## src/rtl/ahb_lite_master.sv

```systemverilog
// AHB-Lite single-transfer initiator: one request in, one NONSEQ/SINGLE transfer out, one response back.
// Optional HREADY-low watchdog is compiled in with `define AHB_MST_TIMEOUT_EN.
module ahb_lite_master #(
    parameter int unsigned TIMEOUT_CYCLES = 255
) (
    input  logic        HCLK,
    input  logic        HRESETn,
    input  logic        req_valid,
    output logic        req_ready,
    input  logic        req_write,
    input  logic [31:0] req_addr,
    input  logic [2:0]  req_size,
    input  logic [31:0] req_wdata,
    output logic        rsp_valid,
    output logic [31:0] rsp_rdata,
    output logic        rsp_err,
    output logic [31:0] HADDR,
    output logic [1:0]  HTRANS,
    output logic        HWRITE,
    output logic [2:0]  HSIZE,
    output logic [2:0]  HBURST,
    output logic [3:0]  HPROT,
    output logic        HMASTLOCK,
    output logic [31:0] HWDATA,
    input  logic [31:0] HRDATA,
    input  logic        HREADY,
    input  logic        HRESP
);

    localparam logic [1:0] HTRANS_IDLE   = 2'b00;
    localparam logic [1:0] HTRANS_NONSEQ = 2'b10;

    typedef enum logic [1:0] {
        S_IDLE,
        S_ADDR,
        S_DATA,
        S_RESP
    } state_t;

    state_t      state;
    state_t      state_next;
    logic        out_of_reset;
    logic [31:0] wdata_q;
    logic        req_legal;
    logic        accept;
    logic        timeout_hit;

    if (TIMEOUT_CYCLES < 1 || TIMEOUT_CYCLES > 65535) begin : g_bad_timeout
        $error("TIMEOUT_CYCLES must be in 1..65535");
    end

    assign HBURST    = 3'b000;
    assign HPROT     = 4'b0011;
    assign HMASTLOCK = 1'b0;

    // req_ready stays low through reset and rises on the first edge after release.
    assign req_ready = out_of_reset && (state == S_IDLE);
    assign accept    = req_valid && req_ready;
    assign rsp_valid = (state == S_RESP);

    always_comb begin
        case (req_size)
            3'd0:    req_legal = 1'b1;
            3'd1:    req_legal = ~req_addr[0];
            3'd2:    req_legal = (req_addr[1:0] == 2'b00);
            default: req_legal = 1'b0;
        endcase
    end

`ifdef AHB_MST_TIMEOUT_EN
    localparam logic [15:0] TIMEOUT_LAST = 16'(TIMEOUT_CYCLES - 1);
    logic [15:0] wait_cnt;

    // Counts consecutive HREADY-low cycles inside one bus state; any state change restarts it.
    always_ff @(posedge HCLK or negedge HRESETn) begin
        if (!HRESETn) begin
            wait_cnt <= '0;
        end else if (state_next != state) begin
            wait_cnt <= '0;
        end else if ((state == S_ADDR || state == S_DATA) && !HREADY) begin
            wait_cnt <= wait_cnt + 16'd1;
        end
    end

    assign timeout_hit = (state == S_ADDR || state == S_DATA) && !HREADY && (wait_cnt == TIMEOUT_LAST);
`else
    assign timeout_hit = 1'b0;
`endif

    always_comb begin
        // NOTE: every combinational output gets a default before the case so no latch is inferred.
        state_next = state;
        HTRANS     = HTRANS_IDLE;
        case (state)
            S_IDLE: begin
                if (accept) state_next = req_legal ? S_ADDR : S_RESP;
            end
            S_ADDR: begin
                HTRANS = HTRANS_NONSEQ;
                if (HREADY)           state_next = S_DATA;
                else if (timeout_hit) state_next = S_RESP;
            end
            S_DATA: begin
                if (HREADY || timeout_hit) state_next = S_RESP;
            end
            S_RESP: begin
                state_next = S_IDLE;
            end
            default: state_next = S_IDLE;
        endcase
    end

    // NOTE: sequential state uses non-blocking assignments so every flop samples pre-edge values.
    always_ff @(posedge HCLK or negedge HRESETn) begin
        if (!HRESETn) begin
            state        <= S_IDLE;
            out_of_reset <= 1'b0;
            HADDR        <= '0;
            HWRITE       <= 1'b0;
            HSIZE        <= '0;
            HWDATA       <= '0;
            wdata_q      <= '0;
            rsp_rdata    <= '0;
            rsp_err      <= 1'b0;
        end else begin
            state        <= state_next;
            out_of_reset <= 1'b1;
            case (state)
                S_IDLE: begin
                    // Address signals only move for legal requests so HADDR never toggles without a transfer.
                    if (accept && req_legal) begin
                        HADDR   <= req_addr;
                        HWRITE  <= req_write;
                        HSIZE   <= req_size;
                        wdata_q <= req_wdata;
                    end else if (accept) begin
                        rsp_err   <= 1'b1;
                        rsp_rdata <= '0;
                    end
                end
                S_ADDR: begin
                    if (HREADY) begin
                        if (HWRITE) HWDATA <= wdata_q;
                    end else if (timeout_hit) begin
                        rsp_err   <= 1'b1;
                        rsp_rdata <= '0;
                    end
                end
                S_DATA: begin
                    if (HREADY) begin
                        rsp_err   <= HRESP;
                        rsp_rdata <= (!HWRITE && !HRESP) ? HRDATA : 32'h0;
                    end else if (timeout_hit) begin
                        rsp_err   <= 1'b1;
                        rsp_rdata <= '0;
                    end
                end
                default: ;
            endcase
        end
    end

endmodule

```

## config.mk

```make
export PLATFORM = sky130hd
export DESIGN_NAME = ahb_lite_master
export DESIGN_NICKNAME = d
export VERILOG_FILES = /design/src/rtl/ahb_lite_master.sv
export SDC_FILE = /design/constraint.sdc
export NUM_CORES = 1
export LEC_CHECK = 0
export BUFFER_PORTS_ARGS = -buffer_cell sky130_fd_sc_hd__buf_2
export CAP_MARGIN = 0
export CORE_MARGIN = 4
export CORE_UTILIZATION = 48
export DETAILED_ROUTE_END_ITERATION = 12
export PLACE_DENSITY = 0.79
export SYNTH_ARGS = -nofsm -noshare
export SYNTH_HDL_FRONTEND = slang
export SYNTH_SLANG_ARGS = --single-unit
export TNS_END_PERCENT = 100
```

## constraint.sdc

```tcl
create_clock -name HCLK -period 2.4 [get_ports HCLK]
set_clock_uncertainty 0.2 [all_clocks]
set_input_delay 0.48 -clock HCLK [delete_from_list [all_inputs] [get_ports HCLK]]
set_output_delay 0.48 -clock HCLK [all_outputs]
set_load 0.02 [all_outputs]
```

==> summary.txt <==
Status
  • Status: complete, no violations

Global route
  • Largest net degree at the start of global routing: 63
  • Antenna violations before repair: 0
  • Vias in the first global route: 4644
  • Total GRT Usage: 21.63%
  • Global-route wire length before repair: 22270 µm
  • GR Overflow Total: 0

Synth
  • Post-synth EDFFs: 0
  • Yosys top cell by area: dfrtp_1
  • Syn. warnings: 0
  • Synth top area share: 62.21%
  • Post-synth ARST share: 100.0%
  • Syn avg cell area: 10.15 µm²
  • Sequential fraction of the synthesis area: 62.21%
  • Top cells by area, synth: dfrtp_1 (62%), nand2_1 (16%), mux2_2 (6.6%), o21ai_1 (6.0%), buf_4 (2.1%)
  • Main synth FF type: dfrtp_1
  • Cells after Synth: 539
  • Post-synthesis register bit count: 136
  • Syn Std Cell Area: 5470 µm²
  • Count of different cell masters after synthesis: 24

Clock network
  • TritonCTS clock tree: yes
  • CTS Buffer Depth: 2
  • CTS root buffer: clkbuf_16
  • H-tree depth: 4
  • Clock transition at path regs: 0.06 ns
  • Clk sinks: 136
  • Worst skew pair latency: 0.41 ns
  • Post_cts resized: 0
  • CTS Buf Count: 17

Floorplanning
  • IO Pins: 218
  • Die ar.: 13170 µm²
  • Die X: 114.8 µm
  • CORE AREA: 10980 µm²
  • Initial core utilization: 49.81%
  • Die Span Y: 114.8 µm
  • Core Rows: 38

Timing
  • Sum Neg Setup Slack: 0 ns
  • RSZ-0062 raised after global routing: false
  • Fin. Hold Viols: 0
  • Setup ws final: 0.2267 ns
  • Final min period: 2.173 ns
  • Final Setup Violations: 0
  • Max Clk Rate: 0.4601 GHz
  • Tcrit/Tclk final: 90.55%
  • Slew Viols, Final: 0

Routing
  • Iteration-0 DRC Markers: 208
  • First-pass DRT Iterations: 4
  • DRC violations left: 0
  • Final wirelength: 13480 µm
  • Vias per Instance: 4.929
  • Vias: 4421
  • Drt wl/cell: 15.03 µm
  • DRT antenna net count: 0

Critical path
  • Crit. End Element: output port
  • Required time of the worst setup path: 1.72 ns
  • Critical path's slowest cell: dfrtp_1
  • Slowest stage delay, CP: 0.40 ns
  • CP arrival: 1.49 ns
  • CP Launch Type: flip-flop
  • WP buf/inv: 2
  • CP Class: reg -> out
  • Crit path max fanout: 5
  • CP delay by family, top: flip-flops
  • Critical path cell sequence: inv_1 -> ha_1 -> and2_1 -> buf_2

Power and ir drop
  • LEAKAGE: 4.119 nW
  • VDD IR max: 0.6707 mV
  • Cell area power density: 1396 nW/µm²

Flow run
  • Max-Cap Viols: 0

Placed design
  • I/O Buffers: 208
  • Dpl ws: 0.2838 ns
  • RePlAce Congestion: 0.8090
  • DP Wirelength: 9247 µm

Layout
  • Fill count: 855
  • Diodes inserted: 0
  • Area of the multi-input gates: 1847 µm²
  • Most frequent cells in the layout: nand2_1 (235), buf_2 (207), dfrtp_1 (136), o21ai_1 (66), mux2_2 (32)
  • FF+latch area: 3403 µm²
  • Layout Nets: 854
  • Share of cells above drive strength 1: 37.52%
  • Area Overhead vs Synth: 32.16%
  • Commonest non-fill, non-tap cell in the layout: nand2_1

Worst hold path
  • Class of the worst hold path: in -> reg
[state kept, by name, indices dropped and copies added, names as in the netlist]
name and flops:
HADDR 32, HWDATA 32, rsp_rdata 32, wdata_q 32, HSIZE 3, state 2
HWRITE 1, out_of_reset 1, rsp_err 1
[synth_stat cells, types with 2 or more instances]
cell     instances
o21ai_1         66
mux2_2          32
buf_2           17
dfrtp_1        136
buf_4           15
mux2i_1          3
o21ai_0          3
and2_1           2
nor2b_1          3
ha_1             5
nand2_1        235
buf_6            5
buf_1            3
inv_1            2
nor2_1           2
conb_1           2
[worst paths after layout]
| path | start | endpoint | slack (ns) | cells past startpoint |
|---|---|---|---|---|
| setup / recovery | state[0] | req_ready | 0.23 | 4 |
| hold / removal | req_addr[14] | HADDR[14] | 0.06 | 3 |
| setup reg to reg | state[0] | rsp_rdata[22] | 0.26 | 7 |
| hold reg to reg | wdata_q[1] | wdata_q[1] | 0.27 | 2 |
| max in group asynchronous | HRESETn | HADDR[2] | 1.01 | 3 |
| min in group asynchronous | HRESETn | rsp_rdata[7] | 0.36 | 2 |
[area by class of cell]
cell class | instances | share of cell area, %
tap | 140 | 2.423
multi-input combinational | 369 | 25.55
inverter | 2 | 0.1038
sequential | 136 | 47.08
clock inverter | 8 | 1.627
clock buffer | 24 | 6.802
timing repair buffer | 218 | 16.42
[what timing repair did]
action	in CTS	in global routing
setup buffers	0	0
hold buffers	1	0
hold endpoints to repair	43	0
[cell families (layout without fill, tap and decap cells)]
logic type	count (synthesis)	in the layout	synth area share [%]
and+or+nand+nor	246	246	17.54
DFF	136	136	62.21
AOI/OAI and AO/OA	73	73	6.839
buffers and inverters	42	252	4.986
muxes	35	35	7.136
adders and majority gates	5	5	1.144
other	2	10	0.1373
[power breakdown]
group	switching, mW	internal, mW	leakage, nW
Clock	0.919	1.74	0.300
Combinational	2.31	1.27	2.00
Sequential	0.548	3.31	1.82
[worst reg2reg max path, cell delays in order (launching register included)]
cell and delay [ns]:
dfrtp_1 0.40, inv_1 0.13, ha_1 0.25, and4b_1 0.31
o21a_4 0.17, buf_4 0.35, o21ai_1 0.16, o21ai_1 0.10
[per-layer routing]
layer	global-route usage [%]	share of wire, %	wire length, µm	vias to the layer above
met5	0	0	0	-
met4	9.546	2.5	338	0
met3	7.211	8.3	1121	31
met2	35.23	49	6601	163
met1	26.39	40	5421	2112
li1	-	-	-	2115
[metrics by stage]
stage          power, mW  std cells  utilization [%]  area [µm²]  hold slack, ns
4_1_cts            10.20        897            65.82        7229         0.03601
6_report           10.10        897            65.82        7229         0.05757
2_1_floorplan      6.152        547                -        5500        -0.01559
3_5_place_dp       7.491        864            60.18        6610          0.2404
5_1_grt            10.73        897            65.82        7229         0.04434
3_3_place_gp       7.324        864            60.18        6610          0.2319
No activity file was read; power rests on OpenSTA's default activity.
